## src/rtl/uart_pkg.sv

```systemverilog
// Shared UART definitions: state encodings common to the transmit and receive
// stages, frame width and the default bit-period terminal count.
package uart_pkg;

    typedef enum logic [1:0] {
        IDLE  = 2'b00,
        START = 2'b01,
        DATA  = 2'b10,
        STOP  = 2'b11
    } uart_state_e;

    localparam int unsigned DATA_BITS      = 8;
    localparam int unsigned MAX_BAUD_COUNT = 10417;
    localparam int unsigned BAUD_CNT_W     = 15;

endpackage

```

## src/rtl/uart_receiver_if.sv

```systemverilog
// Receive-side bundle: serial line in, recovered byte with status strobes out.
interface uart_receiver_if;
    import uart_pkg::*;

    logic                 rx_in;
    logic [DATA_BITS-1:0] data_out;
    logic                 data_valid;
    logic                 framing_error;
    logic                 busy;

    modport master (
        input  rx_in,
        output data_out,
        output data_valid,
        output framing_error,
        output busy
    );

    modport slave (
        output rx_in,
        input  data_out,
        input  data_valid,
        input  framing_error,
        input  busy
    );

endinterface

```

## src/rtl/uart_rx_sync.sv

```systemverilog
// Two-flop synchronizer for the asynchronous serial line plus a falling-edge
// detector; all stages reset to the idle (high) line level.
module uart_rx_sync (
    input  logic clk,
    input  logic reset,
    input  logic rx_in,
    output logic rx_s,
    output logic fall
);

    logic sync1_r;
    logic sync2_r;
    logic prev_r;

    // Metastability chain followed by the previous-value stage for edge detection
    always_ff @(posedge clk or posedge reset) begin
        if (reset) begin
            sync1_r <= 1'b1;
            sync2_r <= 1'b1;
            prev_r  <= 1'b1;
        end else begin
            sync1_r <= rx_in;
            sync2_r <= sync1_r;
            prev_r  <= sync2_r;
        end
    end

    assign rx_s = sync2_r;
    assign fall = prev_r & ~sync2_r;

endmodule

```

## src/rtl/uart_receiver.sv

```systemverilog
// UART receive stage (8N1, LSB first): mid-bit sampling driven by a per-bit
// counter, registered byte output with one-cycle valid / framing-error strobes.
module uart_receiver
    import uart_pkg::*;
#(
    parameter int unsigned max_baud_count = MAX_BAUD_COUNT
) (
    input  logic            clk,
    input  logic            reset,
    uart_receiver_if.master rx_bus
);

    localparam logic [BAUD_CNT_W-1:0] BAUD_MAX  = BAUD_CNT_W'(max_baud_count);
    localparam logic [BAUD_CNT_W-1:0] BAUD_HALF = BAUD_CNT_W'(max_baud_count / 2);

    logic rx_s;
    logic fall_s;

    uart_state_e           state_r, state_s;
    logic [BAUD_CNT_W-1:0] baud_cnt_r, baud_cnt_s;
    logic [2:0]            bit_idx_r, bit_idx_s;
    logic [DATA_BITS-1:0]  shift_reg_r, shift_reg_s;
    logic [DATA_BITS-1:0]  data_out_r, data_out_s;
    logic                  data_valid_r, data_valid_s;
    logic                  framing_error_r, framing_error_s;
    logic                  busy_r, busy_s;

    uart_rx_sync u_sync (
        .clk   (clk),
        .reset (reset),
        .rx_in (rx_bus.rx_in),
        .rx_s  (rx_s),
        .fall  (fall_s)
    );

    // Next-state, datapath and strobe decode; counter is cleared on every state entry
    always_comb begin
        state_s         = state_r;
        baud_cnt_s      = baud_cnt_r + {{(BAUD_CNT_W-1){1'b0}}, 1'b1};
        bit_idx_s       = bit_idx_r;
        shift_reg_s     = shift_reg_r;
        data_out_s      = data_out_r;
        data_valid_s    = 1'b0;
        framing_error_s = 1'b0;
        case (state_r)
            IDLE: begin
                baud_cnt_s = '0;
                bit_idx_s  = 3'd0;
                // Only a true edge starts a frame, so a held-low break cannot retrigger
                if (fall_s) begin
                    state_s = START;
                end else begin
                    state_s = IDLE;
                end
            end
            START: begin
                if (baud_cnt_r == BAUD_HALF) begin
                    baud_cnt_s = '0;
                    if (!rx_s) begin
                        state_s = DATA;
                    end else begin
                        state_s = IDLE;
                    end
                end else begin
                    state_s = START;
                end
            end
            DATA: begin
                if (baud_cnt_r == BAUD_MAX) begin
                    baud_cnt_s  = '0;
                    shift_reg_s = {rx_s, shift_reg_r[DATA_BITS-1:1]};
                    if (bit_idx_r == 3'd7) begin
                        state_s = STOP;
                    end else begin
                        bit_idx_s = bit_idx_r + 3'd1;
                    end
                end else begin
                    state_s = DATA;
                end
            end
            STOP: begin
                if (baud_cnt_r == BAUD_MAX) begin
                    baud_cnt_s = '0;
                    state_s    = IDLE;
                    if (rx_s) begin
                        data_out_s   = shift_reg_r;
                        data_valid_s = 1'b1;
                    end else begin
                        framing_error_s = 1'b1;
                    end
                end else begin
                    state_s = STOP;
                end
            end
            default: begin
                state_s    = IDLE;
                baud_cnt_s = '0;
                bit_idx_s  = 3'd0;
            end
        endcase
        busy_s = (state_s != IDLE);
    end

    // State, datapath and registered output stage
    always_ff @(posedge clk or posedge reset) begin
        if (reset) begin
            state_r         <= IDLE;
            baud_cnt_r      <= '0;
            bit_idx_r       <= 3'd0;
            shift_reg_r     <= 8'h00;
            data_out_r      <= 8'h00;
            data_valid_r    <= 1'b0;
            framing_error_r <= 1'b0;
            busy_r          <= 1'b0;
        end else begin
            state_r         <= state_s;
            baud_cnt_r      <= baud_cnt_s;
            bit_idx_r       <= bit_idx_s;
            shift_reg_r     <= shift_reg_s;
            data_out_r      <= data_out_s;
            data_valid_r    <= data_valid_s;
            framing_error_r <= framing_error_s;
            busy_r          <= busy_s;
        end
    end

    assign rx_bus.data_out      = data_out_r;
    assign rx_bus.data_valid    = data_valid_r;
    assign rx_bus.framing_error = framing_error_r;
    assign rx_bus.busy          = busy_r;

endmodule

```

## src/flat_wrapper.sv

```systemverilog
// flat-port wrapper written by rule: the top's interface ports become plain ports
module uart_receiver_flat import uart_pkg::*;
#(
    parameter int unsigned max_baud_count = MAX_BAUD_COUNT
)
  (clk, reset, rx_bus_rx_in, rx_bus_data_out, rx_bus_data_valid, rx_bus_framing_error, rx_bus_busy);
  uart_receiver_if rx_bus_i ();
  input  logic clk;
  input  logic reset;
  input wire logic [$bits(rx_bus_i.rx_in)-1:0] rx_bus_rx_in;
  output wire logic [$bits(rx_bus_i.data_out)-1:0] rx_bus_data_out;
  output wire logic [$bits(rx_bus_i.data_valid)-1:0] rx_bus_data_valid;
  output wire logic [$bits(rx_bus_i.framing_error)-1:0] rx_bus_framing_error;
  output wire logic [$bits(rx_bus_i.busy)-1:0] rx_bus_busy;
  assign rx_bus_i.rx_in = rx_bus_rx_in;
  assign rx_bus_data_out = rx_bus_i.data_out;
  assign rx_bus_data_valid = rx_bus_i.data_valid;
  assign rx_bus_framing_error = rx_bus_i.framing_error;
  assign rx_bus_busy = rx_bus_i.busy;
  uart_receiver #(.max_baud_count(max_baud_count)) u_core (.clk(clk), .reset(reset), .rx_bus(rx_bus_i));
endmodule
```

## config.mk

```make
export PLATFORM = sky130hd
export DESIGN_NAME = uart_receiver_flat
export DESIGN_NICKNAME = d
export VERILOG_FILES = /design/src/rtl/uart_pkg.sv /design/src/rtl/uart_receiver_if.sv /design/src/rtl/uart_rx_sync.sv /design/src/rtl/uart_receiver.sv /design/src/flat_wrapper.sv
export SDC_FILE = /design/constraint.sdc
export NUM_CORES = 1
export LEC_CHECK = 0
export ABC_AREA = 1
export CAP_MARGIN = 10
export CORE_ASPECT_RATIO = 0.75
export CORE_MARGIN = 4
export CORE_UTILIZATION = 54
export DETAILED_ROUTE_END_ITERATION = 10
export HOLD_SLACK_MARGIN = 0.08
export PLACE_DENSITY = 0.74
export SYNTH_ARGS = -nofsm -noshare
export SYNTH_HDL_FRONTEND = slang
export SYNTH_SLANG_ARGS = --single-unit
```

## constraint.sdc

```tcl
create_clock -name clk -period 1.9 [get_ports clk]
set_input_delay 0.285 -clock clk [delete_from_list [all_inputs] [get_ports clk]]
set_output_delay 0.285 -clock clk [all_outputs]
set_load 0.005 [all_outputs]
```

# --- Yosys cells after proc, flatten, opt, wreduce, memory -nomap -nowiden ---
# Index checks and enable logic that the tools add are counted.
classes:
  add_sub_neg: 2
  eq_ne: 8
  mux: 19
  n_bitwise: 2
  reduce_logical: 7
op_table:
  columns: ["operator", "count"]
  rows:
  - ["$pmux 15 s3", 1]
  - ["$mux 15", 2]
  - ["$add 15x1->15 const B", 1]
  - ["$eq 15x13->1 const B", 1]
  - ["$eq 15x14->1 const B", 1]
  - ["$mux 2", 5]
  - ["$pmux 2 s4", 1]
  - ["$mux 1", 7]
  - ["$mux 3", 2]
  - ["$pmux 3 s2", 1]
  - ["$reduce_and 3->1", 2]
  - ["$eq 2x2->1 const B", 2]
  - ["$reduce_bool 2->1", 2]
  - ["$add 3x1->3 const B", 1]
  - ["$eq 3x3->1 const B", 1]
  - ["$eq 2x1->1 const B", 1]
  - ["$logic_not 2->1", 1]
  - ["$ne 2x1->1 const B", 1]
  - ["$ne 2x2->1 const B", 1]
  - ["$reduce_and 2->1", 1]
  - ["$reduce_or 2->1", 1]
  - ["$and 1x1->1", 1]
  - ["$not 1->1", 1]
totals:
  ff_bits: 42
  inputBits: 3
  out_inout_bits: 11

# --- Logic depth before layout (Yosys ltp) ---
# Gate-level depths: netlist of the first run.
depth:
  ltp_word: 5
  depth_mapped: 12
  depth_no_buf: 11

# --- Hierarchy ---
# From an unflattened synthesis of the first run, not the netlist that was laid out.
hier_totals:
  hier_cells: 255
  area_unflattened_um2: 2133.3
by_module_without_submodules:
  columns: ["mod", "instances", "cells_each", "area_per_inst_um2"]
  rows:
  - ["uart_receiver", 1, 249, 2040.7]
  - ["uart_rx_sync", 1, 6, 92.6]

# --- Least setup slack after synthesis of the first run ---
# Ideal clock, no wire load.
synth_timing:
  path_type: "reg2reg"
  startpoint: "register u_core.baud_cnt_r[1]"
  endpoint: "register u_core.baud_cnt_r[13]"
  setup_ns: 0.116
  arrival_ns: 1.304
  slack_ns: 0.480
  stages_incl_launch_ff: 13
  n_path_buf: 1
  path_cell_list: "dfrtp_1 inv_1 ha_1 nand2_1 inv_1 nand2_1 nor2_2 nand2_1 nand2_2 nand2_2 inv_2 buf_6 nor2_1"
synth_via:
  elab_chain_cells: 3
  elab_cells_between_ends: 6
synth_lines:
  columns: ["element", "line_no", "text"]
  rows:
  - ["start: declaration", "uart_receiver.sv:20", "logic [BAUD_CNT_W-1:0] baud_cnt_r, baud_cnt_s;"]
  - ["start signal: assignment", "uart_receiver.sv:117", "baud_cnt_r <= baud_cnt_s;"]
  - ["$add 15x1->15 (tied with other cells)", "uart_receiver.sv:39", "baud_cnt_s = baud_cnt_r + {{(BAUD_CNT_W-1){1'b0}}, 1'b1};"]
  - ["$mux 15 (on tied branches)", "uart_receiver.sv:69, uart_receiver.sv:82, uart_receiver.sv:57", null]
  - ["$pmux 15 s3 (*)", "uart_receiver.sv:45", "case (state_r)"]
  - ["named net u_core.baud_cnt_s[13]", "uart_receiver.sv:20", null]
# The timed path passes the listed nets; every way through them passes the cells marked *.
# A chain may end at the register's enable or synchronous reset.

# --- Worst setup path after layout of the first run ---
layout_timing:
  startpoint: "register u_core.baud_cnt_r[0]"
  endpoint: "register u_core.baud_cnt_r[13]"
# The elaborated chain is that of the path after synthesis.

==> results.ini, run 1 <==
[run_status]
status=finished, final reports clean

[floorplanning]
die_w_um=82.2
coreArea_um2=3830
pin_count=14
start_util_pct=58.3
fp.dieH_um=63.7
num_rows=19
fp.dieArea_um2=5240

[sta]
worst_pin_slew_ns=0.332
min_period_ns=1.60
finalSetupViolCount=0
fin_crit_sh_pct=84.0
drv_slew=0
rsz0062_at_grt=false
fin_worst_skew_ns=0.0119
finalSetupTns_ns=0
max_slew_margin_pct=77.7
finalHoldViolations=0
max_freq_ghz=0.626
setup_ws_ns=0.304

[drt]
first_iter_violations=120
drt.antenna.violating_nets=0
vias_per_cell=4.80
vias=1680
drt-wirelength-per-cell_um=12.0
drcViolationCount=0
drt_wl_total_mm=4.20
firstDrtPassIters=4

[clocking]
cts_buffers=5
ctsResizeCount=0
cts_max_level=2
clk_pin_slew_worst_paths_ns=0.09
post_cts_buffers=0
clockBufferDepth=2
holdBufCountCts=0
clk_latency_ns=0.30
cts_tree=done
cts.sinks=42
root_buffer=clkbuf_8

[power]
p_per_area_nw_per_um2=754
vdd_drop_max_uv=473
p_leak_nw=1.21

[layout]
nNetsFinal=305
layout_commonest_cell=nand2_1
area_growth_pct=12.3
num-fill-cells=348
drive_above_1_share_pct=16.4
diodes=0
layout_common_cells=74 x nand2_1, 48 x nor2_1, 39 x dfrtp_1
fin_cells=350

[placement]
hpwl_mm=3.15
placed_cells=342
gp_congestion=0.947
preCtsSetupSlack_ns=0.301
portBuffers=13

[global_route]
grt_first_pass_wirelength_mm=7.59
antenna_found_initial=0
grt_start_max_net_pins=43
overflow=0
grt_usage_pct=18.8
first_global_vias=1593

[synth]
ys_seq_area_share_pct=47.3
yosys_warnings=0
syn_area_um2=2230
postSynthCellCount=279
syn_area_per_cell_um2=8.00
synthFlopType=dfrtp_1
yosys-top-cells-area=dfrtp_1 44%, nand2_1 12%, nor2_1 8.1%, inv_1 6.2%, o21ai_2 5.9%
ys_ff_latch=42
synth_top_area_share_pct=43.7
ys_async_sr_fraction_pct=100
synth_area_leader_cell=dfrtp_1
synth-edff-count=0
synth_fp_nets=287
synth.distinct_cells=23

[setup_path]
cp_max_fo=11
cp.arrival_ns=1.78
criticalPathCategory=reg2reg
rr_startpoint=u_core.baud_cnt_r[0]
r2r_setup_slack_ns=0.30
reg2reg_depth=11
crit_required_ns=2.08
startpoint_type=flip-flop
r2r-end=u_core.baud_cnt_r[13]
endpoint_kind=flip-flop

[flow_run]
max_cap_viol_count=0

[min_path]
hold_path.class=in2async

==> metal layers <==
metal | global-route usage (%) | vias up | part of all wire (%)
li1 | - | 892 | -
met1 | 30.3 | 741 | 55
met2 | 24.3 | 40 | 38
met3 | 4.42 | 7 | 5.4
met4 | 5.60 | 0 | 1.3
met5 | 0 | - | 0
==> critical path: stages (launching register included) <==
cell and delay (ns):
dfrtp_1 0.42, inv_1 0.12, ha_1 0.18, nand2_1 0.06, inv_1 0.05, nand2_1 0.07
nor2_1 0.10, nand2_1 0.06, nand2_1 0.09, nand2_2 0.09, inv_2 0.17, nor2_1 0.07
==> synthesized netlist by cell type, types with 2 or more instances <==
library cell and count:
nor2_2 7, nor2_1 48, dfstp_2 3, inv_2 4
nand4_1 5, nand3_1 15, nand2_2 7, ha_1 5
dfrtp_1 39, o21ai_2 15, inv_1 37, a21oi_1 2
nor3_1 2, nand2_1 74, o21ai_0 4, xor2_1 3
buf_6 3
==> metrics by stage <==
step | total power [W] | hold slack [ns] | instance area [um^2] | util, %
3_5_place_dp | 0.00132 | 0.348 | 2410 | 63.1
2_1_floorplan | 0.00124 | 0.289 | 2230 | -
4_1_cts | 0.00191 | 0.334 | 2510 | 65.5
5_1_grt | 0.00201 | 0.346 | 2510 | 65.5
6_report | 0.00189 | 0.328 | 2510 | 65.5
3_3_place_gp | 0.00132 | 0.346 | 2410 | 63.1
==> cell families (layout without fill, tap and decap cells) <==
| group | after synthesis | count (layout) | share of synthesized area [%] |
|---|---|---|---|
| AOI/OAI and AO/OA | 22 | 22 | 7.74 |
| and+or+nand+nor | 161 | 161 | 32.1 |
| adders and majority gates | 5 | 5 | 2.80 |
| buffers and inverters | 45 | 64 | 8.58 |
| xor gates and xnor gates | 4 | 4 | 1.57 |
| DFF | 42 | 42 | 47.3 |
==> state kept, by name (all words and copies together) (netlist names), 2 cells and up <==
register / flops
u_core.shift_reg_r: 8
u_core.state_r: 2
u_core.rx_bus.data_out: 8
u_core.baud_cnt_r: 15
u_core.bit_idx_r: 3
==> worst max-delay path by stage <==
stage	startpoint	end	slack, ns
2_1_floorplan	u_core.baud_cnt_r[1]	u_core.baud_cnt_r[13]	0.48
3_3_place_gp	u_core.baud_cnt_r[12]	u_core.rx_bus.data_out[7]	0.33
4_1_cts	u_core.baud_cnt_r[1]	u_core.rx_bus.data_out[7]	0.29
3_5_place_dp	u_core.baud_cnt_r[1]	u_core.rx_bus.data_out[5]	0.30
6_report	u_core.baud_cnt_r[0]	u_core.baud_cnt_r[13]	0.30
5_1_grt	u_core.baud_cnt_r[1]	u_core.baud_cnt_r[10]	0.11
==> report_power, final <==
part           switching (W)  internal [W]  leakage (nW)  total [W]
Clock               0.000328      0.000263        0.0408   0.000591
Combinational       0.000185      0.000109         0.605   0.000294
Sequential         0.0000596      0.000947         0.562    0.00101
==> area by class of cell <==
type	instances	area (um^2)	share of cell area (%)
clock inverters	3	23.8	0.949
clock buffers	5	68.8	2.75
multi-input cells	192	986	39.3
repair buffers	14	150	5.99
flip-flops and latches	42	1050	42.1
inverters	42	158	6.29
well taps	52	65.1	2.60
Power figures use the tool's default switching activity.
==> inputs of run 2 (changes only) <==
- clock period: 1.9 -> 1.7 ns (I/O delays scaled with it)
==> results.ini, run 2 (synthesized netlist as in run 1, its figures left out) <==
[layout]
drive_above_1_share_pct=17.5
largest_reg_flops=15
register_area_um2=1050
num-fill-cells=314
fin_util_pct=67.1
diodes=0
layout_commonest_cell=nand2_1
area_growth_pct=15.1
multiInputGateArea_um2=998
layout_common_cells=74 x nand2_1, 48 x nor2_1, 39 x dfrtp_1
regMostFlops=u_core.baud_cnt_r
fin_cells=354
nNetsFinal=309

[sta]
max_freq_ghz=0.635
worst_pin_slew_ns=0.356
fin_worst_skew_ns=0.00631
finalSetupTns_ns=0
max_slew_margin_pct=76.1
finalHoldViolations=0
fin_crit_sh_pct=92.7
whs_ns=0.314
setup_ws_ns=0.124
rsz0062_at_grt=true
finalSetupViolCount=0
drv_slew=0
min_period_ns=1.58

[global_route]
grt_usage_pct=18.7
grt_start_max_net_pins=43
first_global_vias=1606
overflow=0
antenna_found_initial=0
grt_first_pass_wirelength_mm=7.53

[power]
vdd_drop_max_uv=615
p_leak_nw=1.24
p_per_area_nw_per_um2=875

[flow_run]
max_cap_viol_count=0

[setup_path]
path_cells=inv_1 > ha_2 > nand3_1 > nor2_4 > nand3_4 > nand2_1 > o21ai_2
cp_max_fo=16
max_stage_delay_ns=0.41
r2r_setup_slack_ns=0.12
cp_top_family=simple AND/OR/NAND/NOR gates
startpoint_type=flip-flop
critPathBufInv=1
crit_required_ns=1.88
cp.arrival_ns=1.75
criticalPathCategory=reg2reg
cpMaxStageDelayCell=dfrtp_1
endpoint_kind=flip-flop

[clocking]
post_cts_buffers=0
root_buffer=clkbuf_8
cts_max_level=2
ctsResizeCount=0
clk_latency_ns=0.29
clockBufferDepth=2
cts.sinks=42
cts_buffers=5
clk_pin_slew_worst_paths_ns=0.08
holdBufCountCts=0
cts_tree=done

[drt]
drcViolationCount=0
first_iter_violations=190
drt_wl_total_mm=4.23
vias_per_cell=4.98
vias=1763
drt-wirelength-per-cell_um=11.9
drt.antenna.violating_nets=0
firstDrtPassIters=4

[floorplanning]
fp.dieH_um=63.7
die_w_um=82.2
start_util_pct=58.3
pin_count=14
fp.dieArea_um2=5240
num_rows=19
coreArea_um2=3830

[min_path]
hold_path.class=in2async

[run_status]
status=finished, final reports clean

[placement]
gp_congestion=0.915
placed_cells=346
portBuffers=13
hpwl_mm=3.17
preCtsSetupSlack_ns=0.0547

## run 2: final cells by class
cell class / count / area share (%)
timing repair buffer: 18 / 7.01
inverter: 42 / 6.23
multi-input combinational: 192 / 38.9
clock inverter: 2 / 1.46
sequential: 42 / 41.1
tap: 52 / 2.53
clock buffer: 6 / 2.83
## run 2: routing by layer
layer	vias to the layer above	global-route usage (%)	share of wire, %
li1	899	-	-
met1	802	30.0	53
met2	58	24.4	40
met3	4	4.70	6.7
met4	0	4.98	0.62
met5	-	0	0
## run 2: worst paths after layout
| check | cells after the start | start | end |
|---|---|---|---|
| setup / recovery | 7 | u_core.baud_cnt_r[1] | u_core.rx_bus.data_out[4] |
| hold / removal | 3 | reset | u_core.rx_bus.framing_error |
| setup reg to reg | 7 | u_core.baud_cnt_r[1] | u_core.rx_bus.data_out[4] |
| hold reg to reg | 0 | u_core.u_sync.sync1_r | u_core.u_sync.rx_s |
| max in group asynchronous | 3 | reset | u_core.u_sync.rx_s |
| min in group clk | 1 | rx_bus_rx_in | u_core.u_sync.sync1_r |
## run 2: through the flow
stage	cell area (um^2)	power, W
finish	2570	0.00225
global route	2570	0.00240
CTS	2550	0.00227
detailed placement	2440	0.00149
global placement	2440	0.00148
floorplan	2230	0.00139
## run 2: tightest hold or removal path, stage by stage
cell	delay (ns)
clkdlybuf4s50_1	0.39
inv_1	0.09
buf_12	0.24
## run 2: power by group
group	switching (W)	internal, W
clock	0.000330	0.000438
combinational	0.000223	0.000135
sequential	0.0000614	0.00106
total	0.000615	0.00163
==> inputs of run 3 (changes only) <==
--- a/config.mk
+++ b/config.mk
@@ -15,2 +15,3 @@
 export PLACE_DENSITY = 0.74
+export SKIP_LAST_GASP = 1
 export SYNTH_ARGS = -nofsm -noshare
==> constraint.sdc (replaced) <==
create_clock -name clk -period 1.82 [get_ports clk]
set_input_delay 0.455 -clock clk [delete_from_list [all_inputs] [get_ports clk]]
set_output_delay 0.455 -clock clk [all_outputs]
set_load 0.005 [all_outputs]
==> results.ini, run 3 (synthesized netlist as in run 1, its figures left out) <==
[layout]
drive_above_1_share_pct=16.4
largest_reg_flops=15
layout_commonest_cell=nand2_1
layout_common_cells=74 x nand2_1, 48 x nor2_1, 39 x dfrtp_1
diodes=0
final_cell_area_um2=2560
area_growth_pct=14.5
nNetsFinal=305
num-fill-cells=317
regMostFlops=u_core.baud_cnt_r

[sta]
finalSetupViolCount=0
rsz0062_at_grt=false
drv_slew=0
fin_worst_skew_ns=0.00574
finalHoldViolations=0
finalSetupTns_ns=0
max_slew_margin_pct=76.8
max_freq_ghz=0.614
worst_pin_slew_ns=0.346
min_period_ns=1.63
fin_crit_sh_pct=89.5

[global_route]
antenna_found_initial=0
overflow=0
gr-max-usage-layer=met1
grt_first_pass_wirelength_mm=7.68
grtUsageMet3_pct=4.84
grt_use_met1_pct=30.3
met2_usage_pct=24.9
first_global_vias=1618
grt_start_max_net_pins=43
grt_usage_pct=19.2

[min_path]
holdCritStartpoint=u_core.u_sync.sync1_r
hold_path.class=reg2reg

[clocking]
cts_max_level=2
post_cts_buffers=0
cts_tree=done
clk_latency_ns=0.29
clockBufferDepth=2
cts.sinks=42
clk_pin_slew_worst_paths_ns=0.08
cts_buffers=5
ctsResizeCount=0
holdBufCountCts=0
root_buffer=clkbuf_8

[setup_path]
startpoint_type=flip-flop
endpoint_kind=flip-flop
worstSetupStartpoint=u_core.baud_cnt_r[9]
r2r_setup_slack_ns=0.19
rr_startpoint=u_core.baud_cnt_r[9]
crit_required_ns=2.00
criticalPathCategory=reg2reg
cp.arrival_ns=1.81
cp_max_fo=16

[drt]
vias=1758
drt.antenna.violating_nets=0
first_iter_violations=204
firstDrtPassIters=4
vias_per_cell=5.02
drt-wirelength-per-cell_um=12.2
drt_wl_total_mm=4.27
drcViolationCount=0

[placement]
portBuffers=13
placed_area_um2=2410
gp_congestion=0.916
hpwl_mm=3.24

[floorplanning]
start_util_pct=58.3
fp.dieH_um=63.7
fp.dieArea_um2=5240
die_w_um=82.2
coreArea_um2=3830
num_rows=19
pin_count=14

[run_status]
status=finished, final reports clean

[flow_run]
max_cap_viol_count=0

[power]
vdd_drop_max_uv=675
p_leak_nw=1.24
p_per_area_nw_per_um2=886

-- run 3: cell count changes in the layout (fill, tap and decap cells not counted) --
cell	before	now
buf_4	4	0
inv_2	3	4
inv_4	1	0
nor2_4	2	0
nor2_2	5	7
clkbuf_8	5	6
ha_1	4	5
ha_2	1	0
clkinvlp_4	1	0
bufinv_16	1	2
clkbuf_1	1	0
-- run 3: worst max-delay path: stages (launching register included) --
cell     delay (ns)
dfrtp_1        0.44
nor2_2         0.27
inv_2          0.09
nor3_4         0.24
nand3_4        0.26
nand2_1        0.15
o21ai_2        0.06
-- run 3: metrics by stage --
stage	util, %	hold WS, ns	power (W)	instances	setup WS (ns)
after floorplan	-	0.345	0.00129	279	0.396
after global placement	63.1	0.345	0.00137	342	0.252
after detailed placement	63.1	0.347	0.00138	342	0.201
after CTS	66.8	0.359	0.00229	350	0.172
after global routing	66.8	0.367	0.00240	350	0.0253
final	66.8	0.357	0.00226	350	0.191
-- run 3: final cells by class --
cell class / instances / area (um^2) / share of cell area [%]
Clock inverter: 2 / 60.1 / 2.35
Tap cell: 52 / 65.1 / 2.55
Timing Repair Buffer: 14 / 150 / 5.87
Inverter: 42 / 158 / 6.17
Multi-Input combinational cell: 192 / 986 / 38.6
Sequential cell: 42 / 1050 / 41.3
Clock buffer: 6 / 82.6 / 3.23
-- run 3: path summary, 6_finish.rpt --
| kind | endpoint | cells after the start |
|---|---|---|
| setup / recovery | u_core.rx_bus.data_out[4] | 6 |
| hold / removal | u_core.u_sync.rx_s | 0 |
| setup reg to reg | u_core.rx_bus.data_out[4] | 6 |
| hold reg to reg | u_core.u_sync.rx_s | 0 |
| max in group asynchronous | u_core.u_sync.rx_s | 3 |
| min in group asynchronous | u_core.baud_cnt_r[5] | 3 |
-- run 3: power breakdown --
| part | switching [W] | leakage, nW | internal [W] |
|---|---|---|---|
| combinational | 0.000195 | 0.605 | 0.000115 |
| sequential | 0.0000622 | 0.562 | 0.000989 |
| clock | 0.000318 | 0.0714 | 0.000585 |
-- run 3: routing by layer --
| layer | share of wire, % | vias to the layer above |
|---|---|---|
| met1 | 49 | 799 |
| met5 | 0 | - |
| met2 | 42 | 57 |
| met4 | 0.96 | 0 |
| li1 | - | 897 |
| met3 | 8.3 | 5 |
